[config.mk]
export PLATFORM = sky130hd
export DESIGN_NAME = hazard_ctrl_unit
export DESIGN_NICKNAME = d
export VERILOG_FILES = /design/src/rtl/hazard_ctrl_unit.sv
export SDC_FILE = /design/constraint.sdc
export NUM_CORES = 1
export LEC_CHECK = 0
export ABC_CLOCK_PERIOD_IN_PS = 1900
export CAP_MARGIN = 20
export CORE_MARGIN = 2
export CORE_UTILIZATION = 41
export DETAILED_ROUTE_END_ITERATION = 6
export PLACE_DENSITY = 0.84
export REMOVE_ABC_BUFFERS = 1
export SYNTH_ARGS = -nofsm -noshare
export SYNTH_HDL_FRONTEND = slang
export SYNTH_SLANG_ARGS = --single-unit
[constraint.sdc]
create_clock -name clk -period 1.9 [get_ports clk]
set_input_delay 0.19 -clock clk [delete_from_list [all_inputs] [get_ports clk]]
set_output_delay 0.19 -clock clk [all_outputs]
set_load 0.02 [all_outputs]
[src/rtl/hazard_ctrl_unit.sv]
// Pipeline sequencing controller: load-use bubble, branch flush, MDU occupancy of EX, memory-wait freeze.
// Optional HAZARD_PERF_CNT_EN adds saturating stall_cycles / flush_count counters.
module hazard_ctrl_unit #(
  parameter int REGISTER_BITS = 5,
  parameter int MDU_LAT       = 4,
  parameter int CNT_W         = 3
) (
  input  logic                     clk,
  input  logic                     rst,
  input  logic [REGISTER_BITS-1:0] IF_ID_RS,
  input  logic [REGISTER_BITS-1:0] IF_ID_RT,
  input  logic [REGISTER_BITS-1:0] ID_EX_RT,
  input  logic                     ID_EX_MemRead,
  input  logic                     ID_mdu_start,
  input  logic                     EX_branch_taken,
  input  logic                     MEM_stall,
  output logic                     PC_write,
  output logic                     IF_ID_write,
  output logic                     ID_EX_write,
  output logic                     IF_ID_flush,
  output logic                     ID_EX_flush,
  output logic                     EX_MEM_bubble,
  output logic                     mdu_busy
`ifdef HAZARD_PERF_CNT_EN
  ,
  output logic [31:0]              stall_cycles,
  output logic [31:0]              flush_count
`endif
);

  typedef enum logic [1:0] {RUN, MDU_BUSY, MDU_DONE} state_t;

  state_t           state;
  logic [CNT_W-1:0] cnt;
  logic             ldu;
  logic             mdu_release;

  assign ldu = ID_EX_MemRead && (ID_EX_RT != '0) &&
               ((ID_EX_RT == IF_ID_RS) || (ID_EX_RT == IF_ID_RT));

  // MDU result may leave EX once the count is spent and memory is not holding EX/MEM.
  assign mdu_release = ((state == MDU_BUSY && cnt == '0) || state == MDU_DONE) && !MEM_stall;

  always_ff @(posedge clk) begin
    if (rst) begin
      state <= RUN;
      cnt   <= '0;
    end else begin
      case (state)
        RUN: begin
          if (!MEM_stall && !EX_branch_taken && !ldu && ID_mdu_start) begin
            state <= MDU_BUSY;
            cnt   <= CNT_W'(MDU_LAT - 2);
          end
        end
        MDU_BUSY: begin
          if (cnt != '0)     cnt   <= cnt - 1'b1;
          else if (MEM_stall) state <= MDU_DONE;
          else               state <= RUN;
        end
        MDU_DONE: begin
          if (!MEM_stall) state <= RUN;
        end
        default: state <= RUN;
      endcase
    end
  end

  always_comb begin
    PC_write      = 1'b1;
    IF_ID_write   = 1'b1;
    ID_EX_write   = 1'b1;
    IF_ID_flush   = 1'b0;
    ID_EX_flush   = 1'b0;
    EX_MEM_bubble = 1'b0;
    mdu_busy      = 1'b0;
    if (rst) begin
      PC_write    = 1'b0;
      IF_ID_write = 1'b0;
      ID_EX_write = 1'b0;
    end else begin
      case (state)
        RUN: begin
          if (MEM_stall) begin
            PC_write    = 1'b0;
            IF_ID_write = 1'b0;
            ID_EX_write = 1'b0;
          end else if (EX_branch_taken) begin
            IF_ID_flush = 1'b1;
            ID_EX_flush = 1'b1;
          end else if (ldu) begin
            PC_write    = 1'b0;
            IF_ID_write = 1'b0;
            ID_EX_flush = 1'b1;
          end
        end
        MDU_BUSY, MDU_DONE: begin
          mdu_busy = 1'b1;
          if (!mdu_release) begin
            PC_write      = 1'b0;
            IF_ID_write   = 1'b0;
            ID_EX_write   = 1'b0;
            EX_MEM_bubble = (state == MDU_BUSY);
          end
        end
        default: ;
      endcase
    end
  end

`ifdef HAZARD_PERF_CNT_EN
  always_ff @(posedge clk) begin
    if (rst) begin
      stall_cycles <= '0;
      flush_count  <= '0;
    end else begin
      if (!PC_write && stall_cycles != '1) stall_cycles <= stall_cycles + 32'd1;
      if (IF_ID_flush && flush_count != '1) flush_count <= flush_count + 32'd1;
    end
  end
`endif

endmodule

==> impl_metrics.ini <==
[detailed_routing]
first_pass_iters = 4
wl_per_cell_um = 15.1
wirelength_um = 2250
vias = 851
drc_errors = 0
viasPerCell = 5.71
drt_first_iter_violations = 27
ant_nets = 0

[synth]
synth-compound-area-share_pct = 29.9
synthMuxAreaShare_pct = 0
synth_ff_type = dfxtp_1
synth_area_um2 = 639
synth_edf_count = 0
synth_top_family_by_area = compound AO/OA/AOI/OAI gates
yosys.area_share.xor_xnor_pct = 13.7
synthCells = 81
synth-simple-area-share_pct = 22.5
synth_warnings = 0
yosysMostFrequentCell = xnor2_1
synth_area_leaders = dfxtp_1 (16%), xnor2_1 (14%), ha_1 (12%)
synth_top_area_share_pct = 15.7
synth_seq_cells = 5
postSynth.asyncResetShare_pct = 0
synth_top_area_cell = dfxtp_1
synthTopCellsByCount = xnor2_1 (10), inv_1 (7), ha_1 (6)
synthAdderAreaFrac_pct = 11.7
netlist-cell-type-count = 34
postSynthAreaPerCell_um2 = 7.89
synth.yosys.seq_area_share_pct = 15.7

[cts]
cts_hold_buffers = 0
clock_sinks = 5
clock_path_buffers = 2
insertion_delay_ns = 0.26
cts_tree = done
cts_buffers = 3
root_buffer = clkbuf_4
htreeDepth = 1
path_clk_slew_ns = 0.05

[timing]
holdWs_ns = 0.588
fin_skew_ns = 0.00658
worst_slew_pin_slew_ns = 0.366
setup_ws_ns = -0.0471
rsz0062_at_grt = true
hold_violations = 0
drv_slew = 0
setup_tns_ns = -0.0938
timing.slew.headroom_pct = 75.5
period_share_pct = 102
max_freq_ghz = 0.514
setup_viol = 2
finalCriticalPeriod_ns = 1.95

[power]
pwr_density_cell_nw_per_um2 = 398
power_uw = 482
leakage_nw = 0.606
vdd_drop_max_mv = 0.236

[floorplan]
die_area_um2 = 1890
coreArea_um2 = 1490
ioPinCount = 28
die_h_um = 43.5
placementRows = 14
die_w_um = 43.5
initial_core_util_pct = 42.9

[setup_path]
arrival_ns = 1.76
crit_chain = inv_2, ha_4, ha_4, a21oi_2, nor3b_4, o41a_1, buf_6
slowest_delay_ns = 0.41
critPathKind = reg -> out
endpoint_kind = output port
path_max_fanout = 2
start_kind = flip-flop
slowest_stage = o41a_1
cp_common_cell = ha_4
critPathRequiredTime_ns = 1.71

[layout]
nets = 161
final_util_pct = 81.3
antennaDiodeCount = 0
drive_above_1_share_pct = 34.6
syn_to_final_growth_pct = 89.2
postLayoutCellArea_um2 = 1210
layout.cells.non_filler = 149

[grt]
grt_max_degree = 9
grt_pass1_wl_um = 3450
antenna_found_initial = 0
grt-ovfl-total = 0
grt_pass1_vias = 796
grt_usage_pct = 25.5

[placement]
place_hpwl_um = 1590
place_worst_setup_slack_ns = -0.583
routabilityCongestion = 0.882
place_area_um2 = 1060
io_buffers = 27
dp.cells = 140

[run]
maxCapViolCount = 0

[hold_path]
hold_class = reg -> reg

[outcome]
failed_checks = negative setup slack
status = complete, but fails checks
[layout by cell type (no fill, tap or decap), drive strengths merged, types with 3 or more instances in the layout]
cell	synthesis	routed
buf	1	28
dlymetal6s2s	0	13
xnor2	10	10
inv	7	7
ha	6	6
nand2	5	5
clkdlybuf4s50	0	5
a21oi	5	5
dfxtp	5	5
dlygate4sd2	0	4
clkbuf	2	4
nand3	3	3
o21a	3	3
nand2b	3	3
[per-layer routing]
layer | track usage, % | share of wire [%] | up-vias
li1 | - | - | 409
met1 | 26.8 | 42 | 394
met2 | 46.3 | 49 | 40
met3 | 5.83 | 5.5 | 8
met4 | 14.5 | 3.2 | 0
met5 | 0 | 0 | -
[worst max-delay path: cells and delay by family, from the launching register on]
kind / cells / cell delay [ns]
flops: 1 / 0.32
fa+ha+maj: 2 / 0.32
simple gates: 1 / 0.06
compound gates: 2 / 0.59
buf+inv: 2 / 0.20
[report_power, final]
group	internal (mW)	switching [mW]	leakage, nW	total, mW
clock	0.0803	0.0567	0.0150	0.137
combinational	0.128	0.105	0.549	0.232
sequential	0.110	0.00276	0.0421	0.113
[registers in the layout (all words and copies together), names as in the netlist]
signal,cells
cnt,3
state,2
[what timing repair did]
| action | 4_1_cts | 5_1_grt |
|---|---|---|
| resized for setup | 37 | 19 |
| pin swaps | 4 | 17 |
| setup endpoints to repair | 7 | 6 |
| buffers inserted | 2 | 3 |
| gates cloned | 0 | 0 |
[worst paths after layout]
kind / start / to / slack (ns) / depth (start not counted)
max reg2reg: state[0] / state[1] / 0.17 / 5
max: cnt[1] / IF_ID_write / -0.05 / 7
min reg2reg: cnt[0] / cnt[0] / 0.59 / 2
min: cnt[0] / cnt[0] / 0.59 / 2
[kinds of logic after synthesis]
logic type	after synthesis
adder cells (fa/ha/maj)	6
buffers and inverters	10
XOR/XNOR	10
AND/OR/NAND/NOR	25
AO/OA/AOI/OAI	25
flip-flops	5
[layout make-up]
class	count	area, um^2
Multi-Input combinational cell	66	563
Inverter	7	26.3
Sequential cell	5	104
Clock buffer	4	26.3
Timing Repair Buffer	51	470
Tap cell	16	20.0
Fill cell	95	279
(Power assumes the default switching activity.)
